## src/rtl/nibble_serial_addsub_if.sv

```systemverilog
// Handshake bundle for nibble_serial_addsub.
//   slave  : the adder side (accepts operands, presents the result)
//   master : the producer/consumer side driving operands and out_ready
// Signals: in_valid/in_ready + a, b, sub, cin (operation in);
//          out_valid/out_ready + sum, cout (result out).
interface nibble_serial_addsub_if #(
    parameter int unsigned WIDTH = 16
);
    logic             in_valid;
    logic             in_ready;
    logic [WIDTH-1:0] a;
    logic [WIDTH-1:0] b;
    logic             sub;
    logic             cin;
    logic             out_valid;
    logic             out_ready;
    logic [WIDTH-1:0] sum;
    logic             cout;

    modport slave (
        input  in_valid, a, b, sub, cin, out_ready,
        output in_ready, out_valid, sum, cout
    );

    modport master (
        output in_valid, a, b, sub, cin, out_ready,
        input  in_ready, out_valid, sum, cout
    );
endinterface

```

## src/rtl/nibble_serial_addsub.sv

```systemverilog
// Multi-cycle WIDTH-bit adder/subtractor built on a single 4-bit adder slice.
// One nibble is processed per clock, LSB nibble first, with the carry kept in
// a register between nibbles. One operation in flight.
// Ports:
//   clk  - rising-edge clock
//   rst  - synchronous, active-high reset
//   bus  - nibble_serial_addsub_if.slave:
//          in_valid/in_ready, a, b, sub, cin    operation request
//          out_valid/out_ready, sum, cout       result (held until out_ready)
//   sub=0: sum = A + B + cin,  cout = carry out
//   sub=1: sum = A - B - cin,  cout = 1 for no borrow, 0 for borrow
module nibble_serial_addsub #(
    parameter int unsigned WIDTH = 16
) (
    input  logic                   clk,
    input  logic                   rst,
    nibble_serial_addsub_if.slave  bus
);
    localparam int unsigned NIB = WIDTH / 4;
    localparam int unsigned CW  = $clog2(NIB + 1);

    typedef enum logic [1:0] {IDLE, RUN, DONE} state_t;

    state_t           state;
    logic [CW-1:0]    cnt;
    logic [WIDTH-1:0] a_sr;
    logic [WIDTH-1:0] b_sr;
    logic             carry;
    logic [WIDTH-1:0] sum_q;
    logic             cout_q;
    logic [4:0]       slice;

    // The single add_4 slice: low nibbles of both shift registers plus carry.
    always_comb begin
        slice = {1'b0, a_sr[3:0]} + {1'b0, b_sr[3:0]} + {4'b0000, carry};
    end

    always_ff @(posedge clk) begin
        if (rst) begin
            state  <= IDLE;
            cnt    <= '0;
            a_sr   <= '0;
            b_sr   <= '0;
            carry  <= 1'b0;
            sum_q  <= '0;
            cout_q <= 1'b0;
        end else begin
            case (state)
                IDLE: begin
                    if (bus.in_valid) begin
                        a_sr   <= bus.a;
                        // Subtraction as A + ~B + 1; the borrow-in removes the +1.
                        b_sr   <= bus.sub ? ~bus.b : bus.b;
                        carry  <= bus.cin ^ bus.sub;
                        cnt    <= '0;
                        sum_q  <= '0;
                        cout_q <= 1'b0;
                        state  <= RUN;
                    end
                end
                RUN: begin
                    // Result nibbles enter from the MSB end so that after NIB
                    // shifts the first (LSB) nibble lands in sum[3:0].
                    sum_q <= {slice[3:0], sum_q[WIDTH-1:4]};
                    a_sr  <= a_sr >> 4;
                    b_sr  <= b_sr >> 4;
                    carry <= slice[4];
                    cnt   <= cnt + CW'(1);
                    if (cnt == CW'(NIB - 1)) begin
                        cout_q <= slice[4];
                        state  <= DONE;
                    end
                end
                DONE: begin
                    if (bus.out_ready) begin
                        state <= IDLE;
                    end
                end
                default: state <= IDLE;
            endcase
        end
    end

    assign bus.in_ready  = (state == IDLE);
    assign bus.out_valid = (state == DONE);
    assign bus.sum       = sum_q;
    assign bus.cout      = cout_q;

endmodule

```

## src/flat_wrapper.sv

```systemverilog
// flat-port wrapper written by rule: the top's interface ports become plain ports
module nibble_serial_addsub_flat 
#(
    parameter int unsigned WIDTH = 16
)
  (clk, rst, bus_in_valid, bus_a, bus_b, bus_sub, bus_cin, bus_out_ready, bus_in_ready, bus_out_valid, bus_sum, bus_cout);
  nibble_serial_addsub_if #(.WIDTH(WIDTH)) bus_i ();
  input  logic clk;
  input  logic rst;
  input wire logic [$bits(bus_i.in_valid)-1:0] bus_in_valid;
  input wire logic [$bits(bus_i.a)-1:0] bus_a;
  input wire logic [$bits(bus_i.b)-1:0] bus_b;
  input wire logic [$bits(bus_i.sub)-1:0] bus_sub;
  input wire logic [$bits(bus_i.cin)-1:0] bus_cin;
  input wire logic [$bits(bus_i.out_ready)-1:0] bus_out_ready;
  output wire logic [$bits(bus_i.in_ready)-1:0] bus_in_ready;
  output wire logic [$bits(bus_i.out_valid)-1:0] bus_out_valid;
  output wire logic [$bits(bus_i.sum)-1:0] bus_sum;
  output wire logic [$bits(bus_i.cout)-1:0] bus_cout;
  assign bus_i.in_valid = bus_in_valid;
  assign bus_i.a = bus_a;
  assign bus_i.b = bus_b;
  assign bus_i.sub = bus_sub;
  assign bus_i.cin = bus_cin;
  assign bus_i.out_ready = bus_out_ready;
  assign bus_in_ready = bus_i.in_ready;
  assign bus_out_valid = bus_i.out_valid;
  assign bus_sum = bus_i.sum;
  assign bus_cout = bus_i.cout;
  nibble_serial_addsub #(.WIDTH(WIDTH)) u_core (.clk(clk), .rst(rst), .bus(bus_i));
endmodule
```

## config.mk

```make
export PLATFORM = sky130hd
export DESIGN_NAME = nibble_serial_addsub_flat
export DESIGN_NICKNAME = d
export VERILOG_FILES = /design/src/rtl/nibble_serial_addsub_if.sv /design/src/rtl/nibble_serial_addsub.sv /design/src/flat_wrapper.sv
export SDC_FILE = /design/constraint.sdc
export NUM_CORES = 1
export LEC_CHECK = 0
export BUFFER_PORTS_ARGS = -buffer_cell sky130_fd_sc_hd__buf_2
export CAP_MARGIN = 20
export CORE_MARGIN = 5
export CORE_UTILIZATION = 50
export CTS_CLUSTER_SIZE = 24
export DETAILED_ROUTE_END_ITERATION = 8
export HOLD_SLACK_MARGIN = 0.15
export PLACE_DENSITY = 0.85
export SLEW_MARGIN = 10
export SYNTH_ARGS = -nofsm -noshare
export SYNTH_HDL_FRONTEND = slang
export SYNTH_SLANG_ARGS = --single-unit
```

## constraint.sdc

```tcl
create_clock -name clk -period 2.45 [get_ports clk]
set_input_delay 0.245 -clock clk [delete_from_list [all_inputs] [get_ports clk]]
set_output_delay 0.245 -clock clk [all_outputs]
set_load 0.02 [all_outputs]
```

==> flow_summary.ini, run 1 <==
[detailed_routing]
vias_per_cell = 5.560
wl_per_cell_um = 14.66
drt_iter0_drc = 140
ant_nets = 0
num_vias = 2163
route.detailed.drc = 0
drt-total-wl_mm = 5.701
drt_pre_antenna_iters = 4

[clock_network]
post_cts_buffers = 0
clk_path_buf_depth = 2
cts_root_buffer = clkbuf_8
ctsResizeCount = 0
path_clk_slew_ns = 0.10
worstSkewPairLatency_ns = 0.31
cts-hold-fix-buffers = 0
cts_buffers = 5
cts_tree = built
cts_sinks = 55
htree_levels = 2

[final_layout]
area_growth_pct = 10.96
fin_area_um2 = 2978
fill_cells = 448
antenna_cells = 0
nets = 363
utilization = 0.5757
drive_above_1_share = 0.2947

[floorplanning]
ioPinCount = 57
die_y_um = 83.27
initial_core_util = 0.5189
design.die.area_um2 = 6933
die_x_um = 83.27
num_rows = 26
coreArea_um2 = 5172

[sta]
min_period_over_period = 0.7480
slew-limit-headroom = 0.4604
skew_ns = 0.004208
setup_slack_ns = 0.6174
setup_viol = 0
drv_slew = 0
tightest_slew_ns = 0.8084
fmax_mhz = 545.7
period_needed_ns = 1.833
setup_tns_ns = 0
finalHoldViolations = 0
rsz0062_at_grt = false

[setup_path]
arrival_ns = 2.00
path_cells = buf_4, clkinv_1, o22ai_1, a211oi_2
critPathBufInv = 2
cp_max_fo = 18
startpoint_type = flip-flop
crit_type = flip-flop to flip-flop
cp.required_ns = 2.61
critPathMaxStageDelay_ns = 0.49
critPathCaptureType = flip-flop
crit_family = buffers and inverters
critPathSlowestCell = dfxtp_1

[global_route]
grt_max_degree = 37
grt_pass1_vias = 2125
grt_first_pass_wirelength_mm = 9.735
grt.total_usage = 0.1678
gr-total-overflow = 0
antenna_found_initial = 0

[yosys]
seq_area_frac_synth = 0.4103
yosys_warnings = 0
ys_top_cells_by_count = dfxtp_1 (55), nor2_1 (47), a22oi_1 (31)
synthDistinctLibCells = 38
synthMuxAreaShare = 0.007459
ys_seq_elements = 55
synth_fp_nets = 320
synth_edf_count = 0
synthSimpleGateAreaFrac = 0.1506
synth_xor_area_frac = 0.05874
synth_most_common_cell = dfxtp_1
synth_top_cells_by_area = dfxtp_1 (41%), a22oi_1 (8.7%), nor2_1 (6.6%)
synth.largest_area_cell = dfxtp_1
ys_dominant_reg_cell = dfxtp_1
synth_top_family_by_area = compound AO/OA/AOI/OAI gates
synth_top_area_share = 0.4103
syn-cell-area_um2 = 2684
synth_fa_ha_area_frac = 0.03823
syn_inst = 275
syn_area_per_cell_um2 = 9.759
synth-compound-area-share = 0.2587
async_reset_ff_frac = 0

[placement]
pre_cts_ws_ns = 0.6395
dpl_cell_area_um2 = 2893
routabilityCongestion = 0.8347
portBuffers = 56
dpl.hpwl_mm = 4.115

[job]
cap_violations = 0

[hold_path]
min_path_type = input pin to flip-flop

[outcome]
status = finished, final reports clean

[power]
power.density_nw_per_um2 = 607.2
power.leakage_nw = 1.238
ir_worst_vdd_v = 0.0002842
per-stage QoR:
step | hold WS, ns | instances | power, mW
global placement | 0.4720 | 381 | 1.330
finish | 0.1717 | 389 | 1.808
global route | 0.1892 | 389 | 1.896
detailed placement | 0.4881 | 381 | 1.340
floorplan | 0.3933 | 275 | 1.270
CTS | 0.1711 | 389 | 1.816
flip-flops by register name (all words and copies together) (netlist names):
register,cells
u_core.b_sr,16
u_core.bus.cout,1
u_core.carry,1
u_core.cnt,3
u_core.bus.sum,16
u_core.state,2
u_core.a_sr,16
worst reg2reg max path: stages, from the launching register on:
cell and delay, ns:
dfxtp_1 0.49, buf_4 0.26, clkinv_1 0.44, o22ai_1 0.39
a211oi_2 0.11
where the power goes:
part / total [mW] / switching [mW] / internal (mW)
Sequential: 0.994 / 0.0427 / 0.951
Clock: 0.489 / 0.289 / 0.200
Combinational: 0.325 / 0.186 / 0.139
Total: 1.81 / 0.517 / 1.29
cells by family after synthesis:
group | after synthesis
XOR/XNOR | 18
AND/OR/NAND/NOR | 79
multiplexers | 2
buffers and inverters | 28
AO/OA/AOI/OAI | 86
adder cells (fa/ha/maj) | 7
flip-flops | 55
cell usage in the layout, fill, tap and decap left out, types with 2 or more instances in the layout:
master,netlist,routed
fa_1,2,2
a22oi_1,31,31
inv_1,3,3
o2bb2ai_1,12,12
nor2_1,47,47
clkbuf_8,0,5
a21oi_1,5,5
o22ai_1,7,7
nand3_1,3,3
nand3b_1,7,7
dfxtp_1,55,55
ha_1,5,5
nor2b_1,3,3
a211oi_1,8,8
nand2b_1,2,2
nor2_2,10,10
a211oi_2,10,10
o21ai_0,7,7
buf_2,3,56
mux2i_1,2,2
and2b_2,2,2
xor2_1,18,18
buf_4,7,4
area by class of cell:
type | count | area, µm² | share of cell area
Tap cell | 70 | 87.58 | 0.02941
Clock inverter | 2 | 12.51 | 0.004202
Timing Repair Buffer | 60 | 310.3 | 0.1042
Clock buffer | 6 | 72.57 | 0.02437
Sequential cell | 55 | 1101 | 0.3697
Inverter | 4 | 15.01 | 0.005042
Multi-Input combinational cell | 192 | 1379 | 0.4630
per-layer routing:
| layer | vias to the layer above | global-route usage | part of all wire | routed length (µm) |
|---|---|---|---|---|
| li1 | 1073 | - | - | - |
| met1 | 1020 | 0.2097 | 0.44 | 2530 |
| met2 | 61 | 0.2784 | 0.48 | 2753 |
| met3 | 9 | 0.04158 | 0.053 | 304 |
| met4 | 0 | 0.06241 | 0.020 | 112 |
| met5 | - | 0 | 0 | 0 |
final timing paths:
path / slack, ns / start / end / cells past startpoint
worst max register to register: 0.62 / u_core.state[0] / u_core.b_sr[3] / 4
worst max-delay path: 0.62 / u_core.state[0] / u_core.b_sr[3] / 4
worst min register to register: 0.51 / u_core.bus.sum[3] / u_core.bus.sum[3] / 2
worst min-delay path: 0.17 / bus_a[15] / u_core.a_sr[15] / 3
No activity file was read; power rests on OpenSTA's default activity.
==> run 2, diff against run 1 <==
==> constraint.sdc (replaced) <==
create_clock -name clk -period 1.75 [get_ports clk]
set_input_delay 0.175 -clock clk [delete_from_list [all_inputs] [get_ports clk]]
set_output_delay 0.175 -clock clk [all_outputs]
set_load 0.02 [all_outputs]
==> flow_summary.ini, run 2 (synthesis gave the netlist of run 1 again) <==
[final_layout]
antenna_cells = 0
area_growth_pct = 14.27
drive_above_1_share = 0.3089
final_cell_mix = buf_2 (56), dfxtp_1 (55), nor2_1 (47), a22oi_1 (31), xor2_1 (18)
fill_cells = 463
utilization = 0.5929
nets = 371
final_common_cell = buf_2

[global_route]
grt.total_usage = 0.1710
antenna_found_initial = 0
use_met3 = 0.04059
grt_use_met1 = 0.2039
grt_first_pass_wirelength_mm = 9.915
grt_pass1_vias = 2152
gr-total-overflow = 0
grt_use_met2 = 0.2988
grt.busiest_layer = met2
grt_max_degree = 34

[clock_network]
post_cts_buffers = 0
clk_path_buf_depth = 2
path_clk_slew_ns = 0.09
cts_root_buffer = clkbuf_8
htree_levels = 2
cts_sinks = 55
cts_buffers = 5
worstSkewPairLatency_ns = 0.31
cts_tree = built

[outcome]
status = finished, final reports clean

[placement]
pre_cts_ws_ns = -0.06977
portBuffers = 56
dpl.hpwl_mm = 4.000
routabilityCongestion = 0.8933

[job]
cap_violations = 0

[detailed_routing]
drt_iter0_drc = 132
drt-total-wl_mm = 5.862
drt_pre_antenna_iters = 4
vias_per_cell = 5.484
route.detailed.drc = 0
wl_per_cell_um = 14.77
num_vias = 2177
ant_nets = 0

[sta]
setup_slack_ns = 0.07351
skew_ns = 0.008794
min_period_over_period = 0.9580
period_needed_ns = 1.676
drv_slew = 0
fmax_mhz = 596.5
whs_ns = 0.2470
slew-limit-headroom = 0.4572
setup_viol = 0
tightest_slew_ns = 0.8121
finalHoldViolations = 0

[hold_path]
min_path_type = input pin to flip-flop
min_from = bus_b[15]
whs_endpoint = u_core.b_sr[15]
hold_path_depth = 4

[power]
power.density_nw_per_um2 = 829.7
power.leakage_nw = 1.267
ir_worst_vdd_v = 0.0003993
finalPower_mw = 2.544

[setup_path]
critPathCaptureType = flip-flop
r2r-start = u_core.carry
cp_max_fo = 2
regToRegSetupSlack_ns = 0.07
crit_type = flip-flop to flip-flop
arrival_ns = 1.86
cp.required_ns = 1.94
startpoint_type = flip-flop
rr_worst_depth = 5
r2r-end = u_core.bus.cout

[floorplanning]
initial_core_util = 0.5189
design.die.area_um2 = 6933
die_y_um = 83.27
num_rows = 26
coreArea_um2 = 5172
ioPinCount = 57
die_x_um = 83.27
==> run 2: changes by cell type in the layout (fill, tap and decap cells not counted) <==
cell           before  now
dlygate4sd3_1       0    5
buf_4               4    7
fa_1                2    0
fa_2                0    2
and3_1              1    0
and3_4              0    1
clkbuf_1            1    2
clkinv_1            1    0
o2111ai_1           1    0
o2111ai_2           0    1
==> run 2: how the worst max path moves through the flow <==
stage | end | from | cells past startpoint
global placement | u_core.bus.cout | u_core.carry | 5
global route | u_core.bus.cout | u_core.carry | 5
floorplan | u_core.bus.cout | u_core.carry | 5
detailed placement | u_core.bus.cout | u_core.carry | 5
finish | u_core.bus.cout | u_core.carry | 5
CTS | u_core.bus.cout | u_core.carry | 5
==> run 2: area by class of cell <==
cell class	instances	area (µm²)	share of cell area
Clock inverter	1	5.005	0.001632
Timing Repair Buffer	68	382.9	0.1248
Tap cell	70	87.58	0.02856
Inverter	4	18.77	0.006120
Multi-Input combinational cell	192	1395	0.4549
Clock buffer	7	76.32	0.02489
Sequential cell	55	1101	0.3590
==> run 2: where the power goes <==
part / internal [mW] / switching (mW)
combinational: 0.210 / 0.272
sequential: 1.33 / 0.0585
clock: 0.282 / 0.390
total: 1.82 / 0.721
==> run 2: worst max-delay path, cell delays in order, from the launching register on <==
cell	delay, ns
dfxtp_1	0.34
fa_2	0.41
fa_2	0.36
and3_4	0.19
o2111ai_2	0.18
a21oi_1	0.09
==> run 2: repair_timing <==
action,4_1_cts,5_1_grt
resized for setup,3,2
endpoints found under the hold margin,5,0
setup endpoints to repair,2,17
hold buffers,5,0
==> run 2: metrics by stage <==
step / TNS (ns) / cells / instance area [µm²]
global route: -0.0001168 / 397 / 3067
floorplan: 0 / 275 / 2684
finish: 0 / 397 / 3067
global placement: -0.002666 / 384 / 2915
CTS: 0 / 397 / 3060
detailed placement: -0.06977 / 384 / 2915
==> run 2: routing by layer <==
metal / up-vias / wire, µm
li1: 1086 / -
met1: 1038 / 2621
met2: 45 / 2907
met3: 8 / 230
met4: 0 / 104
met5: - / 0
